**src/rtl/spi_frame_pkg.sv**
```systemverilog
// spi_frame_pkg: shared frame layout, status bit positions and FSM encoding for the SPI frame dispatcher.
package spi_frame_pkg;
    localparam int FRAME_W  = 512;
    localparam int HDR_BITS = 32;
    localparam int WORD_W   = 16;
    localparam int CTL_EN = 0;
    localparam int CTL_RD = 1;
    localparam int CTL_WR = 2;
    localparam int HB_CTRL   = 0;
    localparam int HB_START  = 1;
    localparam int HB_COUNT  = 2;
    localparam int HB_STATUS = 3;
    localparam int ST_OK    = 0;
    localparam int ST_CLAMP = 1;
    localparam int ST_OVR   = 2;
    localparam int ST_SEQ   = 4;
    typedef logic [WORD_W-1:0] word_t;
    typedef enum logic [2:0] {
        S_IDLE,
        S_DECODE,
        S_WRITE,
        S_READ,
        S_READ_TAIL,
        S_DONE
    } state_t;
endpackage

```
**src/rtl/spi_frame_assembler.sv**
```systemverilog
// spi_frame_assembler: packs header fields, status and response words into a response frame.
module spi_frame_assembler
    import spi_frame_pkg::*;
#(
    parameter int MAX_WORDS = 30
) (
    input  logic [7:0]         ctrl,
    input  logic [7:0]         start,
    input  logic [7:0]         count,
    input  logic [7:0]         status,
    input  word_t              words [MAX_WORDS],
    output logic [FRAME_W-1:0] frame
);
    always_comb begin
        frame = '0;
        frame[8*HB_CTRL +: 8]   = ctrl;
        frame[8*HB_START +: 8]  = start;
        frame[8*HB_COUNT +: 8]  = count;
        frame[8*HB_STATUS +: 8] = status;
        for (int i = 0; i < MAX_WORDS; i++) frame[HDR_BITS + WORD_W*i +: WORD_W] = words[i];
    end
endmodule

```
**src/rtl/spi_frame_dispatcher.sv**
```systemverilog
// spi_frame_dispatcher: decodes a received SPI frame, runs its write/read burst on the
// local register bank and builds the response frame for the next transaction.
module spi_frame_dispatcher
    import spi_frame_pkg::*;
#(
    parameter int ADDR_W    = 8,
    parameter int MAX_WORDS = 30
) (
    input  logic               clk,
    input  logic               reset,
    input  logic [FRAME_W-1:0] rx_frame,
    input  logic               rx_strobe,
    output logic [FRAME_W-1:0] tx_frame,
    output logic               tx_valid,
    output logic               busy,
    output logic               done,
    output logic [ADDR_W-1:0]  reg_addr,
    output logic [WORD_W-1:0]  reg_wdata,
    output logic               reg_we,
    output logic               reg_re,
    input  logic [WORD_W-1:0]  reg_rdata
);
    localparam int CW = $clog2(MAX_WORDS + 1);
    state_t state_q, state_d;
    logic [FRAME_W-1:0] frame_q, frame_d, tx_frame_q, tx_frame_d, asm_frame;
    logic [CW-1:0] neff_q, neff_d, cnt_q, cnt_d, cap_q, cap_d, dec_neff;
    logic clamp_q, clamp_d, re_dly_q, re_dly_d, ovr_q, ovr_d, dec_clamp, unused_rsvd;
    logic [3:0] seq_q, seq_d;
    logic tx_valid_q, tx_valid_d, busy_q, busy_d, done_q, done_d, we_q, we_d, re_q, re_d;
    logic [ADDR_W-1:0] addr_q, addr_d, base;
    word_t wdata_q, wdata_d;
    word_t resp_q [MAX_WORDS];
    word_t resp_d [MAX_WORDS];
    word_t pay [MAX_WORDS];
    logic [7:0] ctrl, start, n, status;
    assign ctrl        = frame_q[8*HB_CTRL +: 8];
    assign start       = frame_q[8*HB_START +: 8];
    assign n           = frame_q[8*HB_COUNT +: 8];
    assign unused_rsvd = ^frame_q[8*HB_STATUS +: 8];
    assign base        = ADDR_W'(start);
    assign dec_clamp   = n > 8'(MAX_WORDS);
    assign dec_neff    = dec_clamp ? CW'(MAX_WORDS) : CW'(n);
    // A strobe arriving during DONE is reported with the frame that is finishing.
    assign status = {seq_q, 1'b0, ovr_q | rx_strobe, clamp_q, ctrl[CTL_EN] & (neff_q != '0)};
    always_comb begin
        for (int i = 0; i < MAX_WORDS; i++) pay[i] = frame_q[HDR_BITS + WORD_W*i +: WORD_W];
    end
    spi_frame_assembler #(.MAX_WORDS(MAX_WORDS)) u_asm (
        .ctrl   (ctrl),
        .start  (start),
        .count  (8'(neff_q)),
        .status (status),
        .words  (resp_q),
        .frame  (asm_frame)
    );
    always_comb begin
        state_d    = state_q;
        frame_d    = frame_q;
        neff_d     = neff_q;
        clamp_d    = clamp_q;
        cnt_d      = cnt_q;
        cap_d      = cap_q;
        re_dly_d   = re_q;
        ovr_d      = ovr_q;
        seq_d      = seq_q;
        resp_d     = resp_q;
        tx_frame_d = tx_frame_q;
        tx_valid_d = tx_valid_q;
        busy_d     = busy_q;
        done_d     = 1'b0;
        addr_d     = addr_q;
        wdata_d    = wdata_q;
        we_d       = 1'b0;
        re_d       = 1'b0;
        // Read data lands two edges after the strobe was issued; capture in issue order.
        if (re_dly_q) begin
            resp_d[cap_q] = reg_rdata;
            cap_d         = cap_q + 1'b1;
        end
        if (rx_strobe && state_q != S_IDLE) ovr_d = 1'b1;
        case (state_q)
            S_IDLE: if (rx_strobe) begin
                frame_d    = rx_frame;
                busy_d     = 1'b1;
                tx_valid_d = 1'b0;
                cap_d      = '0;
                resp_d     = '{default: '0};
                state_d    = S_DECODE;
            end
            S_DECODE: begin
                neff_d  = dec_neff;
                clamp_d = dec_clamp;
                addr_d  = base;
                cnt_d   = CW'(1);
                if (!ctrl[CTL_EN] || dec_neff == '0 || !(ctrl[CTL_RD] || ctrl[CTL_WR])) state_d = S_DONE;
                else if (ctrl[CTL_WR]) begin
                    we_d    = 1'b1;
                    wdata_d = pay[0];
                    state_d = S_WRITE;
                end else begin
                    re_d    = 1'b1;
                    state_d = S_READ;
                end
            end
            S_WRITE: if (cnt_q != neff_q) begin
                we_d    = 1'b1;
                addr_d  = base + ADDR_W'(cnt_q);
                wdata_d = pay[cnt_q];
                cnt_d   = cnt_q + 1'b1;
            end else if (ctrl[CTL_RD]) begin
                re_d    = 1'b1;
                addr_d  = base;
                cnt_d   = CW'(1);
                state_d = S_READ;
            end else state_d = S_DONE;
            S_READ: if (cnt_q != neff_q) begin
                re_d   = 1'b1;
                addr_d = base + ADDR_W'(cnt_q);
                cnt_d  = cnt_q + 1'b1;
            end else state_d = S_READ_TAIL;
            S_READ_TAIL: state_d = S_DONE;
            S_DONE: begin
                tx_frame_d = asm_frame;
                tx_valid_d = 1'b1;
                busy_d     = 1'b0;
                done_d     = 1'b1;
                ovr_d      = 1'b0;
                seq_d      = seq_q + 1'b1;
                state_d    = S_IDLE;
            end
            default: state_d = S_IDLE;
        endcase
    end
    always_ff @(posedge clk) begin
        if (reset) begin
            state_q    <= S_IDLE;
            frame_q    <= '0;
            neff_q     <= '0;
            clamp_q    <= 1'b0;
            cnt_q      <= '0;
            cap_q      <= '0;
            re_dly_q   <= 1'b0;
            ovr_q      <= 1'b0;
            seq_q      <= '0;
            resp_q     <= '{default: '0};
            tx_frame_q <= '0;
            tx_valid_q <= 1'b0;
            busy_q     <= 1'b0;
            done_q     <= 1'b0;
            addr_q     <= '0;
            wdata_q    <= '0;
            we_q       <= 1'b0;
            re_q       <= 1'b0;
        end else begin
            state_q    <= state_d;
            frame_q    <= frame_d;
            neff_q     <= neff_d;
            clamp_q    <= clamp_d;
            cnt_q      <= cnt_d;
            cap_q      <= cap_d;
            re_dly_q   <= re_dly_d;
            ovr_q      <= ovr_d;
            seq_q      <= seq_d;
            resp_q     <= resp_d;
            tx_frame_q <= tx_frame_d;
            tx_valid_q <= tx_valid_d;
            busy_q     <= busy_d;
            done_q     <= done_d;
            addr_q     <= addr_d;
            wdata_q    <= wdata_d;
            we_q       <= we_d;
            re_q       <= re_d;
        end
    end
    assign tx_frame  = tx_frame_q;
    assign tx_valid  = tx_valid_q;
    assign busy      = busy_q;
    assign done      = done_q;
    assign reg_addr  = addr_q;
    assign reg_wdata = wdata_q;
    assign reg_we    = we_q;
    assign reg_re    = re_q;
endmodule
```
**config.mk**
```make
export PLATFORM = sky130hd
export DESIGN_NAME = spi_frame_dispatcher
export DESIGN_NICKNAME = d
export VERILOG_FILES = /design/src/rtl/spi_frame_pkg.sv /design/src/rtl/spi_frame_assembler.sv /design/src/rtl/spi_frame_dispatcher.sv
export SDC_FILE = /design/constraint.sdc
export NUM_CORES = 2
export LEC_CHECK = 0
export CAP_MARGIN = 30
export CORE_AREA = 2 2 421 423
export CTS_BUF_LIST = sky130_fd_sc_hd__clkbuf_16
export DETAILED_ROUTE_END_ITERATION = 7
export DIE_AREA = 0 0 423 425
export DONT_BUFFER_PORTS = 1
export HOLD_SLACK_MARGIN = 0.1
export SYNTH_ARGS = -nofsm -noshare
export SYNTH_HDL_FRONTEND = slang
export SYNTH_SLANG_ARGS = --single-unit
```
**constraint.sdc**
```tcl
create_clock -name clk -period 4.2 [get_ports clk]
set_input_delay 0.84 -clock clk [delete_from_list [all_inputs] [get_ports clk]]
set_output_delay 0.84 -clock clk [all_outputs]
set_load 0.03 [all_outputs]
```
# Word level (Yosys, flattened, before mapping)
# Index checks and enable logic that the tools add are counted.
totals:
  reg_bits: 1554
op_classes:
  mux: 46
  n_addsub: 4
  n_bitwise: 4
  eq_ne: 14
  n_reduce_logical: 20
  order_cmp: 4
ops:
  columns: ["cell", "n"]
  rows:
  - ["2-to-1 mux 480 bit", 3]
  - ["bitwise mux 480 bit", 1]
  - ["2-to-1 mux 16 bit", 6]
  - ["binary-select mux 16 bit (select 5 bit)", 1]
  - ["demux 16 bit (select 5 bit)", 1]
  - ["2-to-1 mux 5 bit", 7]
  - ["one-hot mux 16 bit (2 select lines)", 1]
  - ["2-to-1 mux 8 bit", 3]
  - ["one-hot mux 8 bit (3 select lines)", 1]
  - ["2-to-1 mux 3 bit", 5]
  - ["one-hot mux 3 bit (5 select lines)", 1]
  - ["one-hot mux 5 bit (3 select lines)", 1]
  - ["inequality test 2 bit (second input constant)", 7]
  - [">= comparator 6 bit (second input constant)", 2]
  - ["inverter 5 -> 6 bit", 2]
  - ["2-to-1 mux 1 bit", 11]
  - ["adder 5 x 1 -> 5 bit (second input constant)", 2]
  - ["adder 8 x 5 -> 8 bit", 1]
  - ["greater-than comparator 8 x 5 -> 1 bit (second input constant)", 1]
  - ["equality test 3 x 2 -> 1 bit (second input constant)", 2]
  - ["equality test 3 bit (second input constant)", 2]
  - ["less-than comparator 6 x 1 -> 1 bit (second input constant)", 1]
  - ["one-hot mux 1 bit (2 select lines)", 3]
  - ["AND reduction 3 bit", 2]
  - ["18 further kinds", 25]

# Longest topological paths before layout
logic_depth:
  ltp_word: 9
  depth_mapped: 9

# Modules after synthesis
# From an unflattened synthesis, not the netlist that was laid out.
hier_totals:
  cells_unflattened: 6768
  area_unflattened_um2: 59787.3
modules_own_cells:
  columns: ["mod", "n_inst", "cells_per_inst", "area_each_um2"]
  rows:
  - ["spi_frame_dispatcher", 1, 6256, 55943.7]
  - ["spi_frame_assembler", 1, 512, 3843.7]

# Least setup slack after synthesis
# Ideal clock, no wire load.
synth_path:
  kind: "in2reg"
  start: "input port reset"
  end: "register resp_q[452] (netlist name)"
  t_arrival_ps: 1974
  setup_slack_ps: 2094
  setup_time_ps: 132
  path_buffers: 3
  path_stages: 6
  cell_sequence: "clkbuf_1 -> inv_1 -> nand2_1 -> clkbuf_1 -> buf_1 -> a21oi_1"
synth_lines:
  columns: ["item", "line_no", "text"]
  rows:
  - ["start, declared", "spi_frame_dispatcher.sv:10", "input logic reset,"]
  - ["end signal, assigned", "spi_frame_dispatcher.sv:164", "resp_q <= resp_d;"]
  - ["end, declared", "spi_frame_dispatcher.sv:32", "word_t resp_q [MAX_WORDS];"]

# Worst setup path after layout
layout_path:
  start: "register cnt_q[0]"
  end: "register wdata_q[14] (netlist: reg_wdata[14])"
layout_between:
  elab_chain_len: 6
layout_rtl:
  columns: ["item", "line_no", "text"]
  rows:
  - ["start, declared", "spi_frame_dispatcher.sv:26", "logic [CW-1:0] neff_q, neff_d, cnt_q, cnt_d, cap_q, cap_d, dec_neff;"]
  - ["start signal, assigned", "spi_frame_dispatcher.sv:159", "cnt_q <= cnt_d;"]
  - ["inverter 5 -> 6 bit (implied by the code)", "spi_frame_dispatcher.sv:108", "wdata_d = pay[cnt_q];"]
  - ["binary-select mux 16 bit (select 5 bit)", "spi_frame_dispatcher.sv:108", null]
  - ["2-to-1 mux 16 bit (implied by the code) (2 in a row)", "spi_frame_dispatcher.sv:108", null]
  - ["2-to-1 mux 16 bit", "spi_frame_dispatcher.sv:105", "S_WRITE: if (cnt_q != neff_q) begin"]
  - ["one-hot mux 16 bit (2 select lines)", "spi_frame_dispatcher.sv:81", "case (state_q)"]
  - ["end signal, assigned", "spi_frame_dispatcher.sv:170", "wdata_q <= wdata_d;"]
  - ["end, declared", "spi_frame_dispatcher.sv:31", "word_t wdata_q, wdata_d;"]
# Parallel ways exist; a longest one is shown, timed or not. The select of a mux whose other input is x is not followed.
# A chain may end at the register's enable or synchronous reset.

==> summary.md <==
| Metric | Value |
|---|---|
| Leakage | 22.8 nW |
| Synth warn | 0 |
| Num rows | 154 |
| Initial antenna violation count | 52 |
| Register bit total from synthesis | 1546 |
| Synthesized area | 55600 um^2 |
| Register Area | 31000 um^2 |
| Filler cell count | 17.2k |
| Clock tree buffer depth | 3 |
| DIE AREA | 180000 um^2 |
| Gr usage total | 23.7% |
| Multi-input logic area | 22500 um^2 |
| Placed cells | 8152 |
| Clock root buffer | clkbuf_16 |
| Setup crit start kind | flop |
| Critical path endpoint category | flop |
| Core area | 175000 um^2 |
| Crit path time final | 3000 ps |
| CTS Buf Count | 161 |
| Drt total wl | 225000 um |
| CTS H-Tree Depth | 4 |
| Post-Syn Instances | 6245 |
| Final setup viols | 0 |
| CTS tree | yes |
| R2r setup slk | 1200 ps |
| Slew HR | 22.1% |
| Boundary Pins | 1072 |
| Netlist cell types | 65 |
| Area growth, synth to finish | 22.1% |
| Largest net degree at the start of global routing | 528 |
| Die H | 425 um |
| Share of layout cells above drive strength 1 | 6.94% |
| First-pass GRT wire length | 315000 um |
| Drt wl/cell | 25.0 um |
| EDFF count, synth | 0 |
| Most used DFF post-synth | dfxtp_1 |
| Post-route ant nets | 0 |
| Async S/R FF share, synth | 0% |
| Port bufs | 0 |
| # Post-CTS Setup Buffers | 0 |
| CTS clk-pin slew, worst paths | 70 ps |
| Seq/Total Area, Yosys | 55.6% |
| Clock skew | 54.7 ps |
| Violated checks | design-rule violations |
| Final non-filler cell total | 9001 |
| Unrepaired setup endpoints after global routing | no |
| Layout Nets | 7024 |
| Finished Cell Area | 67900 um^2 |
| Congestion Overflow GR | 0 |
| Max-slew violations | 0 |
| Clk Latency, worst-skew pair | 830 ps |
| Via count | 48.1k |
| Vias in the first global route | 44.7k |
| Critical Path RT | 4830 ps |
| Worst slew pin tran | 1170 ps |
| Sum of negative setup slack | 0 ps |
| Drt first pass iters | 8 |
| Status | finished, violations left |
| Clock Sinks | 1546 |
| Final worst-path cycle share | 71.3% |
| Kind of critical path | flop to flop |
| PwrDens | 477 nW/um^2 |
| Area of placed instances | 57500 um^2 |
| Final Hold Vio Count | 0 |
| CP Max Fanout | 63 |
| Total power draw | 0.0324 W |
| Avg Vias per Cell | 5.34 |
| Commonest cells after routing, fill and taps aside | nand2_1, dfxtp_1, a21oi_1 |
| Syn_area_per_cell | 8.91 um^2 |
| First-iteration detailed-routing DRC count | 4548 |
| Achievable frequency | 0.334 GHz |
| Final GP Congestion | 0.963 |
| Pre-CTS setup slack | 1030 ps |
| Worst Hold Class | input port to flop |
| Worst Slack Setup Final | 1200 ps |
| DIE WIDTH | 423 um |
| Post-DP HPWL | 149000 um |
| Starting density of the core | 31.7% |
| Most common cell after layout, fill and taps aside | nand2_1 |
| CP arrival | 3630 ps |
| Worst VDD drop | 0.378 mV |
| Max Cap Violations | 0 |
| DRC viols | 2 |
## kinds of logic (layout without fill, tap and decap cells)
logic type	after synthesis	after routing	share of synthesized area, %
other	1	53	0.00674
AND/OR/NAND/NOR	2231	2231	15.6
multiplexers	192	192	4.61
XOR/XNOR	17	17	0.268
AO/OA/AOI/OAI	1701	1701	19.5
flip-flops	1546	1546	55.6
adder cells (fa/ha/maj)	12	12	0.283
buffers and inverters	545	909	4.10
## cell type report
| class | instances | share of cell area (%) |
|---|---|---|
| diodes | 49 | 0.181 |
| multi-input cells | 4157 | 33.1 |
| flip-flops and latches | 1546 | 45.6 |
| repair buffers | 607 | 9.13 |
| inverters | 8 | 0.0442 |
| clock inverters | 132 | 1.69 |
| clock buffers | 162 | 5.97 |
| well taps | 2340 | 4.31 |
## state kept, by name (all words and copies together) (netlist names), 3 cells and up
register	flops
cap_q	5
neff_q	5
reg_addr	8
tx_frame	508
state_q	3
seq_q	4
reg_wdata	16
resp_q	480
frame_q	504
cnt_q	5
## per-stage QoR
| step | hold slack [ps] | utilization, % |
|---|---|---|
| 5_1_grt | 102 | 38.7 |
| 3_3_place_gp | 436 | 32.7 |
| 4_1_cts | 100 | 38.6 |
| 3_5_place_dp | 443 | 32.8 |
| 2_1_floorplan | 432 | - |
| 6_report | 155 | 38.7 |
## path summary, 6_finish.rpt
| check | cells past startpoint | endpoint | from |
|---|---|---|---|
| setup / recovery | 6 | reg_wdata[14] | cnt_q[0] |
| hold / removal | 2 | resp_q[102] | reg_rdata[6] |
| hold reg to reg | 2 | tx_frame[423] | resp_q[87] |
| setup reg to reg | 6 | reg_wdata[14] | cnt_q[0] |
## critical path, stage by stage, from the launching register on
cell and delay (ps):
dfxtp_4 710, buf_12 450, mux2_2 410, a221oi_1 750
a31oi_1 180, o21ai_1 150, a311oi_2 110
## power breakdown
part           internal (W)  total [W]  switching, W
Combinational       0.00105    0.00256       0.00151
Sequential           0.0151     0.0157      0.000511
Clock               0.00794     0.0142       0.00625
Total                0.0241     0.0324       0.00827
## synthesized netlist by cell type (all sizes together) (4+ instances only)
cell | instances | area [um^2]
and3 | 10 | 62.6
o22ai | 45 | 282
inv | 8 | 30.0
a31oi | 21 | 131
o21ai | 43 | 215
nor2b | 8 | 50.1
or2 | 14 | 87.6
mux4 | 48 | 1080
a221oi | 18 | 158
a21oi | 1001 | 5010
dfxtp | 1546 | 30900
ha | 11 | 138
nand2 | 2046 | 7680
clkbuf | 361 | 1360
mux2 | 36 | 405
o211ai | 5 | 37.5
nand3 | 17 | 90.1
nor2 | 61 | 239
nand4 | 4 | 25.0
mux2i | 108 | 1080
a22o | 504 | 4410
xnor2 | 9 | 78.8
nand2b | 6 | 37.5
and2 | 6 | 37.5
xor2 | 8 | 70.1
nor3 | 28 | 150
buf | 176 | 898
a22oi | 18 | 135
a211oi | 8 | 60.1
or3 | 18 | 113
a311oi | 18 | 214
## timing repair
action	4_1_cts	5_1_grt
hold endpoints to repair	561	12
resized for setup	0	0
hold buffers	499	4
## per-layer routing
layer	vias to the layer above	routed length, um	track usage (%)
li1	21847	-	-
met1	23077	81600	26.8
met2	2463	104000	38.2
met3	702	20700	6.66
met4	10	18600	17.5
met5	-	64	0
Note: power is estimated with default switching activity, not from simulation.
